File: src/rtl/snow64_scalar_store_sequencer_pkg.sv
// Shared types for the scalar store sequencer.
// Line/scalar/offset types match the scalar data shifter.
package snow64_scalar_store_sequencer_pkg;

  localparam int LineW   = 256;
  localparam int ScalarW = 64;
  localparam int OffsetW = 5;
  localparam int SizeW   = 2;

  typedef logic [LineW-1:0]   LarData;
  typedef logic [ScalarW-1:0] ScalarData;
  typedef logic [OffsetW-1:0] DataOffset;
  typedef logic [SizeW-1:0]   IntTypeSize;

  typedef enum logic [2:0] {
    StIdle,
    StRd,
    StRdWait,
    StMerge,
    StWr
  } StoreSeqState;

  typedef struct packed {
    ScalarData  scalar;
    IntTypeSize int_type_size;
    DataOffset  data_offset;
  } PortIn_ScalarStoreReq;

  // Low offset bits that must be zero for a
  // naturally aligned access of this size.
  function automatic DataOffset size_byte_mask(
    input IntTypeSize sz
  );
    DataOffset m;
    m = '0;
    unique case (1'b1)
      (sz == 2'd0): m = 5'd0;
      (sz == 2'd1): m = 5'd1;
      (sz == 2'd2): m = 5'd3;
      default:      m = 5'd7;
    endcase
    return m;
  endfunction

endpackage

File: src/rtl/snow64_scalar_store_sequencer_if.sv
// Store request channel (valid/ready) into the
// scalar store sequencer.
interface snow64_scalar_store_sequencer_if
  import snow64_scalar_store_sequencer_pkg::*;
#(
  parameter int LAR_IDX_W = 4
);

  logic                 in_req_valid;
  logic                 out_req_ready;
  logic [LAR_IDX_W-1:0] in_req_lar_idx;
  ScalarData            in_req_scalar;
  IntTypeSize           in_req_int_type_size;
  DataOffset            in_req_data_offset;

  modport master (
    output in_req_valid,
    output in_req_lar_idx,
    output in_req_scalar,
    output in_req_int_type_size,
    output in_req_data_offset,
    input  out_req_ready
  );

  modport slave (
    input  in_req_valid,
    input  in_req_lar_idx,
    input  in_req_scalar,
    input  in_req_int_type_size,
    input  in_req_data_offset,
    output out_req_ready
  );

endinterface

File: src/rtl/snow64_scalar_store_sequencer_align.sv
// Store alignment: size to byte mask, offset
// forced down to natural alignment.
module snow64_scalar_store_align
  import snow64_scalar_store_sequencer_pkg::*;
(
  input  IntTypeSize i_size,
  input  DataOffset  i_offset,
  output DataOffset  o_byte_mask,
  output DataOffset  o_aligned,
  output logic       o_misaligned
);

  DataOffset w_mask;

  assign w_mask       = size_byte_mask(i_size);
  assign o_byte_mask  = w_mask;
  assign o_aligned    = i_offset & ~w_mask;
  assign o_misaligned = |(i_offset & w_mask);

endmodule

File: src/rtl/snow64_scalar_store_sequencer.sv
// Scalar store sequencer: read LAR line, drive shifter, write back.
// Define SNOW64_STORE_SEQ_FORWARD_EN to forward the last written line.
module snow64_scalar_store_sequencer
  import snow64_scalar_store_sequencer_pkg::*;
#(
  parameter int LAR_IDX_W = 4
) (
  input  logic                 clk,
  input  logic                 rst_n,
  snow64_scalar_store_sequencer_if.slave req,
  output logic                 out_lar_rd_req,
  output logic [LAR_IDX_W-1:0] out_lar_rd_idx,
  input  logic                 in_lar_rd_valid,
  input  LarData               in_lar_rd_data,
  output LarData               out_shf_to_modify,
  output ScalarData            out_shf_to_shift,
  output IntTypeSize           out_shf_int_type_size,
  output DataOffset            out_shf_data_offset,
  input  LarData               in_shf_data,
  output logic                 out_lar_wr_valid,
  input  logic                 in_lar_wr_ready,
  output logic [LAR_IDX_W-1:0] out_lar_wr_idx,
  output LarData               out_lar_wr_data,
  input  logic                 in_lar_invalidate,
  output logic                 out_done,
  output logic                 out_misaligned
);

  StoreSeqState         r_state;
  StoreSeqState         w_state_next;
  PortIn_ScalarStoreReq r_req;
  logic [LAR_IDX_W-1:0] r_idx;
  LarData               r_line;
  LarData               r_wr_data;
  logic                 r_live;

  logic      w_accept;
  logic      w_fwd_hit;
  logic      w_misaligned;
  logic      w_wr_hs;
  DataOffset w_aligned;
  DataOffset w_unused_mask;

  snow64_scalar_store_align u_align (
    .i_size       (req.in_req_int_type_size),
    .i_offset     (req.in_req_data_offset),
    .o_byte_mask  (w_unused_mask),
    .o_aligned    (w_aligned),
    .o_misaligned (w_misaligned)
  );

  assign req.out_req_ready =
    r_live & (r_state == StIdle);

  assign w_accept =
    req.in_req_valid & req.out_req_ready;

  assign w_wr_hs =
    (r_state == StWr) & in_lar_wr_ready;

`ifdef SNOW64_STORE_SEQ_FORWARD_EN
  logic r_fwd_valid;

  // Holder: r_wr_data still mirrors LAR r_idx
  always_ff @(posedge clk or negedge rst_n) begin
    if (!rst_n) begin
      r_fwd_valid <= 1'b0;
    end else if (in_lar_invalidate) begin
      r_fwd_valid <= 1'b0;
    end else if (w_wr_hs) begin
      r_fwd_valid <= 1'b1;
    end
  end

  assign w_fwd_hit = r_fwd_valid
    & ~in_lar_invalidate
    & (req.in_req_lar_idx == r_idx);
`else
  logic w_unused_inval;
  assign w_unused_inval = in_lar_invalidate;
  assign w_fwd_hit      = 1'b0;
`endif

  // State register
  always_ff @(posedge clk or negedge rst_n) begin
    if (!rst_n) begin
      r_state <= StIdle;
    end else begin
      r_state <= w_state_next;
    end
  end

  // Next-state decode
  always_comb begin
    w_state_next = r_state;
    unique case (r_state)
      StIdle: begin
        if (w_accept) begin
          w_state_next = w_fwd_hit ? StMerge : StRd;
        end
      end
      StRd: begin
        w_state_next = StRdWait;
      end
      StRdWait: begin
        if (in_lar_rd_valid) begin
          w_state_next = StMerge;
        end
      end
      StMerge: begin
        w_state_next = StWr;
      end
      StWr: begin
        if (in_lar_wr_ready) begin
          w_state_next = StIdle;
        end
      end
      default: begin
        w_state_next = StIdle;
      end
    endcase
  end

  // Request latch, line capture, merge capture
  always_ff @(posedge clk or negedge rst_n) begin
    if (!rst_n) begin
      r_live    <= 1'b0;
      r_idx     <= '0;
      r_req     <= '0;
      r_line    <= '0;
      r_wr_data <= '0;
    end else begin
      r_live <= 1'b1;
      if (w_accept) begin
        r_idx               <= req.in_req_lar_idx;
        r_req.scalar        <= req.in_req_scalar;
        r_req.int_type_size <= req.in_req_int_type_size;
        r_req.data_offset   <= w_aligned;
        if (w_fwd_hit) begin
          r_line <= r_wr_data;
        end
      end
      if ((r_state == StRdWait) && in_lar_rd_valid) begin
        r_line <= in_lar_rd_data;
      end
      if (r_state == StMerge) begin
        r_wr_data <= in_shf_data;
      end
    end
  end

  assign out_lar_rd_req        = (r_state == StRd);
  assign out_lar_rd_idx        = r_idx;
  assign out_shf_to_modify     = r_line;
  assign out_shf_to_shift      = r_req.scalar;
  assign out_shf_int_type_size = r_req.int_type_size;
  assign out_shf_data_offset   = r_req.data_offset;
  assign out_lar_wr_valid      = (r_state == StWr);
  assign out_lar_wr_idx        = r_idx;
  assign out_lar_wr_data       = r_wr_data;
  assign out_done              = w_wr_hs;
  assign out_misaligned        = w_accept & w_misaligned;

endmodule

File: src/flat_wrapper.sv
// flat-port wrapper written by rule: the top's interface ports become plain ports
module snow64_scalar_store_sequencer_flat import snow64_scalar_store_sequencer_pkg::*;
#(
  parameter int LAR_IDX_W = 4
)
  (clk, rst_n, out_lar_rd_req, out_lar_rd_idx, in_lar_rd_valid, in_lar_rd_data, out_shf_to_modify, out_shf_to_shift, out_shf_int_type_size, out_shf_data_offset, in_shf_data, out_lar_wr_valid, in_lar_wr_ready, out_lar_wr_idx, out_lar_wr_data, in_lar_invalidate, out_done, out_misaligned, req_in_req_valid, req_in_req_lar_idx, req_in_req_scalar, req_in_req_int_type_size, req_in_req_data_offset, req_out_req_ready);
  snow64_scalar_store_sequencer_if #(.LAR_IDX_W(LAR_IDX_W)) req_i ();
  input  logic clk;
  input  logic rst_n;
  output logic out_lar_rd_req;
  output logic [LAR_IDX_W-1:0] out_lar_rd_idx;
  input  logic in_lar_rd_valid;
  input  LarData in_lar_rd_data;
  output LarData out_shf_to_modify;
  output ScalarData out_shf_to_shift;
  output IntTypeSize out_shf_int_type_size;
  output DataOffset out_shf_data_offset;
  input  LarData in_shf_data;
  output logic out_lar_wr_valid;
  input  logic in_lar_wr_ready;
  output logic [LAR_IDX_W-1:0] out_lar_wr_idx;
  output LarData out_lar_wr_data;
  input  logic in_lar_invalidate;
  output logic out_done;
  output logic out_misaligned;
  input wire logic [$bits(req_i.in_req_valid)-1:0] req_in_req_valid;
  input wire logic [$bits(req_i.in_req_lar_idx)-1:0] req_in_req_lar_idx;
  input wire logic [$bits(req_i.in_req_scalar)-1:0] req_in_req_scalar;
  input wire logic [$bits(req_i.in_req_int_type_size)-1:0] req_in_req_int_type_size;
  input wire logic [$bits(req_i.in_req_data_offset)-1:0] req_in_req_data_offset;
  output wire logic [$bits(req_i.out_req_ready)-1:0] req_out_req_ready;
  assign req_i.in_req_valid = req_in_req_valid;
  assign req_i.in_req_lar_idx = req_in_req_lar_idx;
  assign req_i.in_req_scalar = req_in_req_scalar;
  assign req_i.in_req_int_type_size = req_in_req_int_type_size;
  assign req_i.in_req_data_offset = req_in_req_data_offset;
  assign req_out_req_ready = req_i.out_req_ready;
  snow64_scalar_store_sequencer #(.LAR_IDX_W(LAR_IDX_W)) u_core (.clk(clk), .rst_n(rst_n), .req(req_i), .out_lar_rd_req(out_lar_rd_req), .out_lar_rd_idx(out_lar_rd_idx), .in_lar_rd_valid(in_lar_rd_valid), .in_lar_rd_data(in_lar_rd_data), .out_shf_to_modify(out_shf_to_modify), .out_shf_to_shift(out_shf_to_shift), .out_shf_int_type_size(out_shf_int_type_size), .out_shf_data_offset(out_shf_data_offset), .in_shf_data(in_shf_data), .out_lar_wr_valid(out_lar_wr_valid), .in_lar_wr_ready(in_lar_wr_ready), .out_lar_wr_idx(out_lar_wr_idx), .out_lar_wr_data(out_lar_wr_data), .in_lar_invalidate(in_lar_invalidate), .out_done(out_done), .out_misaligned(out_misaligned));
endmodule
File: config.mk
export PLATFORM = sky130hd
export DESIGN_NAME = snow64_scalar_store_sequencer_flat
export DESIGN_NICKNAME = d
export VERILOG_FILES = /design/src/rtl/snow64_scalar_store_sequencer_pkg.sv /design/src/rtl/snow64_scalar_store_sequencer_if.sv /design/src/rtl/snow64_scalar_store_sequencer_align.sv /design/src/rtl/snow64_scalar_store_sequencer.sv /design/src/flat_wrapper.sv
export SDC_FILE = /design/constraint.sdc
export NUM_CORES = 1
export LEC_CHECK = 0
export BUFFER_PORTS_ARGS = -buffer_cell sky130_fd_sc_hd__buf_2
export CAP_MARGIN = 10
export CORE_AREA = 8 8 462 464
export DETAILED_ROUTE_END_ITERATION = 10
export DIE_AREA = 0 0 470 472
export GPL_TIMING_DRIVEN = 1
export PLACE_DENSITY_LB_ADDON = 0.12
export SYNTH_ARGS = -nofsm -noshare
export SYNTH_HDL_FRONTEND = slang
export SYNTH_SLANG_ARGS = --single-unit
File: constraint.sdc
create_clock -name clk -period 2 [get_ports clk]
set_input_delay 0.1 -clock clk [delete_from_list [all_inputs] [get_ports clk]]
set_output_delay 0.1 -clock clk [all_outputs]
set_load 0.005 [all_outputs]
==> impl_metrics.csv <==
group,metric,value,unit
run_status,status,"finished, violations left",
run_status,violations,"negative setup slack",
synth,netlist_instances,1269,
grt,grt_first_pass_wirelength,189000,um
routing,viasPerCell,3.12,
synth,synth_area,23300,sq um
placement,hpwl,114000,um
timing,finalHoldViolations,0,
final_layout,area_growth,78.7,%
power_and_ir_drop,leakage,19.5,nW
clocking,insertion_delay,0.68,ns
timing,fin_crit,2.17,ns
clocking,max-clock-path-buffers,3,
synth,ys_seq_elements,591,
critical_path,cp.arrival,2.07,ns
timing,fmax,461,MHz
clocking,clock-sinks,591,
power_and_ir_drop,combPwrFrac,40.7,%
final_layout,layout.cell_area.non_filler,41700,sq um
critical_path,critPathRequiredTime,1.90,ns
routing,drtIter0Drc,532,
routing,antenna_left,0,
flow_run,cap_violations,0,
clocking,h-tree-depth,3,
critical_path,crit_path_max_fanout,2,
routing,drt_pass1_iterations,4,
clocking,clkSlewWorstSetupHoldPaths,0.06,ns
timing,fin_skew,0.0301,ns
clocking,cts_buffers,85,
synth,syn_nets,1862,
grt,overflow,0,
synth,syn_avg_cell_area,18.4,sq um
critical_path,crit_type,"reg -> out",
placement,dpl_cell_area,32600,sq um
final_layout,multiInputGateArea,7700,sq um
floorplan,num_rows,167,
floorplan,die_y,472,um
grt,antenna_found_initial,34,
synth,yosysTopAreaCell,"dfrtp_1",
timing,drv_slew,0,
placement,gp_congestion,0.756,
final_layout,seq_area,14800,sq um
final_layout,fill_cells,22500,
power_and_ir_drop,p_per_area,1510,nW/um^2
routing,via_count,18500,
timing,setup_viol,1,
floorplan,ios,1189,
power_and_ir_drop,internal-power,41.5,mW
timing,worst_slack,-0.167,ns
floorplan,die_w,470,um
placement,port_buffers,1187,
power_and_ir_drop,ir_worst_vdd,0.665,mV
floorplan,start_util,11.3,%
power_and_ir_drop,switchingPower,21.6,mW
routing,wirelength,140000,um
grt,first_global_vias,21400,
power_and_ir_drop,total_power,63.0,mW
grt,grt_max_degree,62,
final_layout,drive_above_1_share,62.4,%
timing,rsz0062_at_grt,"yes",
synth,synth.area.top_cells,"dfrtp_1, mux2_2, mux2_4, buf_12, buf_6",
synth,synth-seq-area-share,63.4,%
synth,yosys_warnings,0,
floorplan,die_area,222000,sq um
critical_path,crit_path_end_kind,"primary output",
clocking,root_buffer,"clkbuf_16",
floorplan,coreArea,206000,sq um
timing,fin_crit_sh,108,%
worst_hold_path,hold_path.class,"in -> async",
synth,netlist.area_leader.share,63.4,%
routing,drc_errors,0,
power_and_ir_drop,swShare,34.2,%
clocking,cts_tree,"built",
power_and_ir_drop,power_frac_seq,34.7,%
timing,fin_tns_setup,-0.167,ns
routing,wl_per_cell,23.7,um
synth,synth.distinct_cells,21,
power_and_ir_drop,clockPowerShare,24.6,%
critical_path,startpoint_type,"flip-flop",
grt,grt_usage,12.2,%
final_layout,nets,3744,
-- cell usage after synthesis --
master    count
conb_1        1
a21o_1        2
buf_12       22
nand2_1       4
buf_4         7
dfrtp_1     591
nor3b_1       2
mux2_2      348
buf_2        11
nor2_1        2
a21oi_1       1
and3b_1       1
mux2_4      239
o21ai_0       2
and3_1        1
nor2b_1       2
nor4b_4       1
a21boi_0      1
xnor2_1       1
inv_1         1
buf_6        29
-- sequential cells by signal, summed over array words and instances (netlist names) --
register / cells
u_core.out_lar_wr_data: 256
u_core.out_shf_to_modify: 256
u_core.out_shf_to_shift: 64
u_core.out_shf_data_offset: 5
u_core.out_lar_rd_idx: 4
u_core.r_state: 3
u_core.out_shf_int_type_size: 2
u_core.r_live: 1
-- critical path, stage by stage (launching register included) --
cell and delay (ns):
dfrtp_1 0.38, buf_6 0.12, nor4b_4 0.35, nand2_4 0.11, buf_16 0.16, a21oi_4 0.12, buf_6 0.13
-- repair_timing --
item	CTS	global route
endpoints found under the setup margin	5	59
hold endpoints to repair	1180	0
gates resized for setup	14	14
buffers inserted	6	6
gates cloned	1	2
hold buffers	591	0
pin swaps	2	4
-- layer usage --
layer  global-route usage [%]  wire, um  share of wire [%]
met1                     14.3     56500                 40
met2                     19.6     64200                 46
met3                     6.07     15700                 11
met4                     3.31      3920                2.8
met5                        0        89              0.063
-- cell type report --
cell class                      count  area share, %
Inverter                            1        0.00901
Antenna cell                       13         0.0781
Tap cell                         2704           8.12
Sequential cell                   591           35.5
Multi-Input combinational cell    608           18.5
Clock inverter                     24          0.721
Timing Repair Buffer             1864           31.1
Clock buffer                      126           6.05
-- stage by stage --
step	setup slack (ns)	utilization, %	std cells	hold slack [ns]
floorplan	0.372	-	1269	-0.196
global placement	0.0764	15.8	5165	0.0140
detailed placement	0.0832	15.8	5165	0.0152
CTS	-0.314	20.1	5912	0.0344
global route	-0.322	20.2	5924	0.0465
finish	-0.167	20.2	5931	0.106
-- worst paths after layout --
kind                       slack [ns]                                        end                                     from  cells after the start
setup / recovery                -0.17                             out_misaligned            u_core.r_state[2]$_DFFE_PN0P_                      6
hold / removal                   0.11     u_core.out_shf_to_shift[9]$_DFFE_PN0P_                                    rst_n                      3
setup reg to reg                 0.07    u_core.out_shf_to_shift[43]$_DFFE_PN0P_            u_core.r_state[2]$_DFFE_PN0P_                      7
hold reg to reg                  0.50    u_core.out_lar_wr_data[252]$_DFFE_PN0N_  u_core.out_lar_wr_data[252]$_DFFE_PN0N_                      1
max in group asynchronous        1.29  u_core.out_shf_to_modify[131]$_DFFE_PN0P_                                    rst_n                      4
min in group clk                 0.16    u_core.out_shf_to_shift[20]$_DFFE_PN0P_                    req_in_req_scalar[20]                      3
-- power groups by stage --
stage          Clock [mW]  Sequential [mW]  Combinational, mW
2_1_floorplan           0             21.9               11.5
3_3_place_gp            0             22.1               25.1
3_5_place_dp            0             22.1               25.0
4_1_cts              16.4             22.1               26.4
5_1_grt              16.7             22.8               27.8
6_report             15.5             21.9               25.7
-- layout by cell type (no fill, tap or decap), types with 2 or more instances in the layout --
cell | Yosys | final
a21o_1 | 2 | 2
buf_12 | 22 | 23
buf_16 | 0 | 2
buf_2 | 11 | 1182
buf_4 | 7 | 55
buf_6 | 29 | 8
bufinv_16 | 0 | 4
clkbuf_1 | 0 | 18
clkbuf_16 | 0 | 88
clkbuf_8 | 0 | 22
clkinv_2 | 0 | 12
clkinv_4 | 0 | 2
dfrtp_1 | 591 | 590
diode_2 | 0 | 13
dlygate4sd3_1 | 0 | 590
inv_16 | 0 | 2
mux2_2 | 348 | 348
mux2_4 | 239 | 239
nand2_4 | 0 | 2
nor2b_1 | 2 | 2
o21ai_0 | 2 | 2
-- kinds of logic after synthesis --
kind of cell              synth area share, %
DFF                                      63.4
muxes                                    32.2
buffers and inverters                    3.77
and+or+nand+nor                         0.381
AOI/OAI and AO/OA                       0.161
xor gates and xnor gates               0.0376
other                                  0.0161
(Power assumes the default switching activity.)
